## src/rtl/muldiv_unit.sv

```systemverilog
// Iterative unsigned multiply/divide unit: one shift-add (MUL/MULHU) or restoring
// shift-subtract (DIVU/REMU) step per clock, DWIDTH steps per operation.
module muldiv_unit #(
   parameter int DWIDTH = 32
) (
   input  logic              clk,
   input  logic              rst_n,
   input  logic              req_valid,
   output logic              req_ready,
   input  logic [1:0]        op,
   input  logic [DWIDTH-1:0] a,
   input  logic [DWIDTH-1:0] b,
   output logic              resp_valid,
   input  logic              resp_ready,
   output logic [DWIDTH-1:0] result,
   output logic              busy
);

   localparam int CW = (DWIDTH > 1) ? $clog2(DWIDTH) : 1;

   typedef enum logic [1:0] {S_IDLE, S_MUL, S_DIV, S_DONE} state_t;

   state_t              r_state;
   state_t              w_state_next;
   logic [CW-1:0]       r_cnt;
   logic                r_hi_sel;
   logic [DWIDTH-1:0]   r_a;
   logic [DWIDTH-1:0]   r_b;
   logic [2*DWIDTH-1:0] r_prod;

   logic                w_accept;
   logic                w_last;
   logic [DWIDTH:0]     w_sum;
   logic [DWIDTH:0]     w_shift;
   logic [DWIDTH-1:0]   w_diff;
   logic                w_ge;

   assign w_accept = req_valid && (r_state == S_IDLE);
   assign w_last   = (r_cnt == CW'(DWIDTH - 1));

   // Multiply: upper half accumulates the multiplicand, whole register shifts right.
   assign w_sum = {1'b0, r_prod[2*DWIDTH-1:DWIDTH]} + (r_prod[0] ? {1'b0, r_a} : '0);

   // Divide: upper half is the partial remainder, lower half shifts dividend out / quotient in.
   assign w_shift = {r_prod[2*DWIDTH-1:DWIDTH], r_prod[DWIDTH-1]};
   assign w_ge    = (w_shift >= {1'b0, r_b});
   assign w_diff  = w_shift[DWIDTH-1:0] - r_b;

   always_ff @(posedge clk or negedge rst_n) begin
      if (!rst_n) begin
         r_state <= S_IDLE;
      end else begin
         r_state <= w_state_next;
      end
   end

   always_comb begin
      w_state_next = r_state;
      case (r_state)
         S_IDLE:  if (req_valid)  w_state_next = op[1] ? S_DIV : S_MUL;
         S_MUL:   if (w_last)     w_state_next = S_DONE;
         S_DIV:   if (w_last)     w_state_next = S_DONE;
         S_DONE:  if (resp_ready) w_state_next = S_IDLE;
         default:                 w_state_next = S_IDLE;
      endcase
   end

   always_ff @(posedge clk or negedge rst_n) begin
      if (!rst_n) begin
         r_cnt    <= '0;
         r_hi_sel <= 1'b0;
         r_a      <= '0;
         r_b      <= '0;
         r_prod   <= '0;
      end else begin
         case (r_state)
            S_IDLE: begin
               if (w_accept) begin
                  r_cnt    <= '0;
                  r_hi_sel <= op[0];
                  r_a      <= a;
                  r_b      <= b;
                  r_prod   <= {{DWIDTH{1'b0}}, (op[1] ? a : b)};
               end
            end
            S_MUL: begin
               r_prod <= {w_sum, r_prod[DWIDTH-1:1]};
               r_cnt  <= r_cnt + CW'(1);
            end
            S_DIV: begin
               r_prod <= {(w_ge ? w_diff : w_shift[DWIDTH-1:0]), r_prod[DWIDTH-2:0], w_ge};
               r_cnt  <= r_cnt + CW'(1);
            end
            default: ;
         endcase
      end
   end

   // Low half carries product-low or quotient, high half product-high or remainder.
   assign req_ready  = (r_state == S_IDLE);
   assign busy       = (r_state != S_IDLE);
   assign resp_valid = (r_state == S_DONE);
   assign result     = resp_valid ? (r_hi_sel ? r_prod[2*DWIDTH-1:DWIDTH] : r_prod[DWIDTH-1:0])
                                  : '0;

endmodule

```

## config.mk

```make
export PLATFORM = sky130hd
export DESIGN_NAME = muldiv_unit
export DESIGN_NICKNAME = d
export VERILOG_FILES = /design/src/rtl/muldiv_unit.sv
export SDC_FILE = /design/constraint.sdc
export NUM_CORES = 1
export LEC_CHECK = 0
export ABC_AREA = 0
export CAP_MARGIN = 20
export CORE_ASPECT_RATIO = 0.6
export CORE_MARGIN = 3
export CORE_UTILIZATION = 40
export DETAILED_ROUTE_END_ITERATION = 8
export PLACE_DENSITY = 0.65
export SKIP_CTS_REPAIR_TIMING = 1
export SLEW_MARGIN = 25
export SYNTH_ARGS = -nofsm -noshare
export SYNTH_HDL_FRONTEND = slang
export SYNTH_SLANG_ARGS = --single-unit
```

## constraint.sdc

```tcl
create_clock -name clk -period 8 [get_ports clk]
set_clock_uncertainty 0.15 [all_clocks]
set_input_delay 1.6 -clock clk [delete_from_list [all_inputs] [get_ports clk]]
set_output_delay 1.6 -clock clk [all_outputs]
set_load 0.01 [all_outputs]
```

# --- Yosys cells after proc, flatten, opt, wreduce, memory -nomap -nowiden ---
# Index checks and enable logic that the tools add are counted.
classes:
  n_mux: 14
  order_cmp: 1
  n_eq_ne: 8
  n_reduce_logical: 10
  add_sub_neg: 3
op_table:
  columns: ["cell", "count"]
  rows:
  - ["$pmux 64 s3", 1]
  - ["$mux 32", 5]
  - ["$mux 64", 1]
  - ["$add 32x32->33", 1]
  - ["$ge 33x32->1", 1]
  - ["$sub 32x32->32", 1]
  - ["$pmux 5 s2", 1]
  - ["$mux 2", 4]
  - ["$ne 2x1->1 const B", 3]
  - ["$pmux 2 s3", 1]
  - ["$reduce_and 2->1", 3]
  - ["$add 5x1->5 const B", 1]
  - ["$eq 5x5->1 const B", 1]
  - ["$mux 5", 1]
  - ["$eq 2x2->1 const B", 2]
  - ["$reduce_bool 2->1", 2]
  - ["$reduce_and 3->1", 1]
  - ["$reduce_bool 3->1", 1]
  - ["$eq 2x1->1 const B", 1]
  - ["$logic_not 2->1", 1]
  - ["$ne 2x2->1 const B", 1]
  - ["$reduce_or 2->1", 1]
  - ["$logic_and 1x1->1", 1]
word_totals:
  regBits: 136
  output_inout_bits: 35
  word_cells: 42
  input_bits: 70

# --- Logic depth before layout (Yosys ltp) ---
depth:
  depth_word: 4
  ltp_mapped: 15
  depth_no_buf: 14

# --- Worst setup path after synthesis ---
# OpenSTA, ideal clock, no wires.
synth_path:
  kind: "register -> register"
  start: "register r_prod[0]"
  end: "register r_prod[61]"
  t_required_ns: 7.724
  arrival_ns: 2.895
  setup_time_ns: 0.126
  path_stages_with_launch: 16
  slack_ns: 4.829
  n_path_buf: 1
  synth_period_minus_slack_ns: 3.171
  path_cell_list: "dfrtp_1 -> clkbuf_1 -> and2_1 -> ha_1 -> inv_1 -> fa_1 -> nor2b_1 -> o21a_1 -> o21bai_2 -> a211oi_2 -> o21bai_1 -> a211oi_2 -> nand2_1 -> nand2_1 -> xor2_1 -> a221o_1"
synth_between:
  elab_chain_cells: 3
synth_rtl:
  columns: ["element", "line_no", "source"]
  rows:
  - ["start, declared", "29", "logic [2*DWIDTH-1:0] r_prod;"]
  - ["start signal, assigned", "83", "r_prod <= {{DWIDTH{1'b0}}, (op[1] ? a : b)};"]
  - ["start signal, assigned", "87", "r_prod <= {w_sum, r_prod[DWIDTH-1:1]};"]
  - ["start signal, assigned", "91", "r_prod <= {(w_ge ? w_diff : w_shift[DWIDTH-1:0]), r_prod[DWIDTH-2:0], w_ge};"]
  - ["$mux 32", "42", "assign w_sum = {1'b0, r_prod[2*DWIDTH-1:DWIDTH]} + (r_prod[0] ? {1'b0, r_a} : '0);"]
  - ["$add 32x32->33", "42", null]
  - ["$pmux 64 s3", "76", "case (r_state)"]
# Every way passes these cells.
# A chain may end at the register's enable or synchronous reset.

# --- Worst setup path in the final report ---
layout_path:
  start: "register r_state[1]"
  end: "output result[22]"
layout_between:
  elab_chain_cells: 2
layout_rtl:
  columns: ["element", "line_no", "source"]
  rows:
  - ["start, declared", "23", "state_t r_state;"]
  - ["start signal, assigned", "53", "r_state <= w_state_next;"]
  - ["$eq 2x2->1", "102", "assign resp_valid = (r_state == S_DONE);"]
  - ["$mux 32", "103", "assign result = resp_valid ? (r_hi_sel ? r_prod[2*DWIDTH-1:DWIDTH] : r_prod[DWIDTH-1:0])"]
  - ["end, declared", "15", "output logic [DWIDTH-1:0] result,"]
# Every way passes these cells.

==> flow_summary.yaml <==
critical_path:
  critPathRequiredTime_ns: 6.25
  arrival_ns: 2.56
  critical_path_class: "flip-flop to output pin"
  crit_fanout: 28
  reg2reg_slack_ns: 4.17
  crit_start: "r_state[1]"
  cp-end-kind: "output pin"
  regToRegStartpoint: "r_prod[37]"
  critPathLaunchType: "flip-flop"
  r2r-end: "r_prod[39]"
  crit_end: "result[22]"
  r2r_cells: 10
sta:
  clock.fmax_mhz: 232
  post-route-period-util_pct: 53.8
  rsz0062_at_grt: "no"
  tightest_slew_ns: 1.02
  timing.final.hold_violations: 0
  slew-limit-headroom_pct: 31.6
  drv_slew: 0
  setup_viol: 0
  fin_crit_ns: 4.31
  totalNegativeSetupSlack_ns: 0
logic_synthesis:
  ys_types: 69
  synth.avg_cell_area_um2: 9.03
  synth_edf_count: 0
  synth_warnings: 0
  ys_seq_area_share_pct: 31.9
  syn-cell-area_um2: 10700
  synthArstFlopShare_pct: 100
  ys_ff_latch: 136
  synthCells: 1182
  synth_top_flop_cell: "dfrtp_1"
  synthesis.nets: 1324
routing:
  drt.antenna.violating_nets: 0
  first_iter_violations: 850
  drc: 0
  wire_per_inst_um: 19.1
  totalWireLength_um: 30800
  viasPerCell: 5.65
  num_vias: 9118
  drtPass1Iterations: 5
placed_design:
  placed_area_um2: 11900
  gp_congestion: 0.919
  io_buffers: 104
  place_hpwl_um: 22100
pwr:
  seqPwrFrac_pct: 26.9
  switchingPower_mw: 2.17
  swShare_pct: 44.6
  power_frac_clock_pct: 18.1
  power_density_nw_per_um2: 387
  p_int_mw: 2.70
  ir_drop_uv: 274
  p_leak_nw: 5.56
  finalPower_mw: 4.88
  pwr-share-comb_pct: 55.0
global_routing:
  grt_pass1_wl_um: 50000
  grt_use_total_pct: 21.9
  antenna_found_initial: 0
  grt_max_degree: 97
  first_global_vias: 8792
  grt_overflow_total: 0
cts:
  insertion_delay_ns: 0.45
  h-tree-depth: 4
  clk_path_buf_depth: 2
  cts_tree: "done"
  cts_made_buffers: 17
  clk_pin_slew_ns: 0.06
  cts_root_buffer: "clkbuf_16"
  cts.sinks: 136
final_layout:
  area_growth_pct: 18.1
  layout.nets: 1392
  diodes: 0
  finish.instance_area_um2: 12600
  drive_gt1_share_pct: 13.1
floorplanning:
  dieArea_um2: 28700
  initial_utilization_pct: 41.5
  die_height_um: 132
  design.core.area_um2: 25700
  top_level_ports: 105
  rows: 45
  die_x_um: 217
hold_path:
  hold_class: "flip-flop to flip-flop"
run_status:
  status: "complete, no violations"
flow_run:
  cap_violations: 0
## power groups by stage
stage	clock network [mW]	logic, mW	registers [mW]
after floorplan	0	2.03	1.16
after global placement	0	2.61	1.30
after detailed placement	0	2.65	1.31
after CTS	0.896	2.67	1.30
after global routing	0.927	2.99	1.35
final	0.882	2.68	1.31
## stage by stage
stage	setup slack (ns)	hold slack, ns	cells	util, %
2_1_floorplan	4.83	0.321	1182	-
3_3_place_gp	3.70	0.332	1583	46.4
3_5_place_dp	3.58	0.337	1583	46.4
4_1_cts	3.66	0.353	1615	48.9
5_1_grt	3.59	0.363	1615	49.0
6_report	3.69	0.350	1615	49.0
## Yosys cell counts (all sizes together), types with 6 or more instances
| cell | instances | area (um2) |
|---|---|---|
| dfrtp | 136 | 3400 |
| nand2 | 129 | 484 |
| o21ai | 121 | 609 |
| mux2 | 99 | 1120 |
| ha | 70 | 876 |
| a21oi | 69 | 353 |
| mux2i | 58 | 581 |
| clkbuf | 52 | 195 |
| inv | 51 | 191 |
| a22oi | 49 | 373 |
| nor2b | 40 | 250 |
| nor2 | 39 | 149 |
| and2 | 33 | 206 |
| a21o | 30 | 225 |
| xnor2 | 30 | 263 |
| xor2 | 24 | 210 |
| nand3 | 15 | 75.1 |
| buf | 13 | 98.8 |
| a211oi | 10 | 100 |
| a31oi | 10 | 62.6 |
| nand4 | 9 | 56.3 |
| and3 | 8 | 50.1 |
| o21bai | 8 | 63.8 |
| o211ai | 6 | 45.0 |
| o21a | 6 | 45.0 |
| o221ai | 6 | 58.8 |
## cells by family after synthesis
family                   count (synthesis)  synth area share, %
flip-flops                             136                 31.9
buffers and inverters                  116                 4.55
multiplexers                           157                 15.9
AO/OA/AOI/OAI                          351                 21.2
adder cells (fa/ha/maj)                 72                 8.59
XOR/XNOR                                54                 4.43
AND/OR/NAND/NOR                        296                 13.4
## layout make-up
class | instances | area [um2]
fill | 2485 | 13100
clock buffer | 21 | 450
tap | 352 | 440
inverter | 51 | 191
sequential | 136 | 3410
multi-input combinational | 930 | 6800
clock inverter | 11 | 195
timing repair buffer | 114 | 1110
## per-layer routing
layer | global-route usage (%) | up-vias | share of wire (%)
met5 | 0 | - | 0
met4 | 5.72 | 0 | 1.1
met3 | 4.18 | 21 | 6.5
met2 | 29.8 | 302 | 39
met1 | 35.0 | 4405 | 53
li1 | - | 4390 | -
## critical path: stages (launching register included)
cell	delay (ns)
dfrtp_1	0.40
ha_1	0.49
buf_4	0.37
nor2b_1	0.26
clkdlybuf4s50_1	0.58
## worst min-delay path by stage
stage	from	end	slack, ns	cells after the start
after floorplan	r_a[31]	r_a[31]	0.32	1
after global placement	r_a[31]	r_a[31]	0.33	1
after detailed placement	r_a[18]	r_a[18]	0.34	1
after CTS	r_a[31]	r_a[31]	0.35	1
after global routing	r_a[29]	r_a[29]	0.36	1
final	r_a[9]	r_a[9]	0.35	1
## registers in the layout, indices dropped and copies added (netlist names)
signal and flops:
r_b 32, r_prod 64, r_state 2, r_hi_sel 1
r_a 32, r_cnt 5
## cells in the final DEF (no fill, tap or decap), drive strengths merged, types with 4 or more instances in the layout
| cell | instances |
|---|---|
| dfrtp | 136 |
| nand2 | 129 |
| o21ai | 121 |
| clkdlybuf4s50 | 102 |
| mux2 | 99 |
| ha | 70 |
| a21oi | 69 |
| mux2i | 58 |
| inv | 52 |
| a22oi | 49 |
| nor2b | 40 |
| nor2 | 39 |
| and2 | 33 |
| a21o | 30 |
| xnor2 | 30 |
| xor2 | 24 |
| clkbuf | 21 |
| nand3 | 15 |
| buf | 12 |
| a31oi | 10 |
| a211oi | 10 |
| nand4 | 9 |
| and3 | 8 |
| o21bai | 8 |
| o21a | 6 |
| o211ai | 6 |
| o221ai | 6 |
| bufinv | 5 |
| nand2b | 5 |
| a21boi | 5 |
| nor3 | 5 |
| o31ai | 5 |
| or3 | 4 |
| o31a | 4 |
| a221o | 4 |
Power figures use the tool's default switching activity.
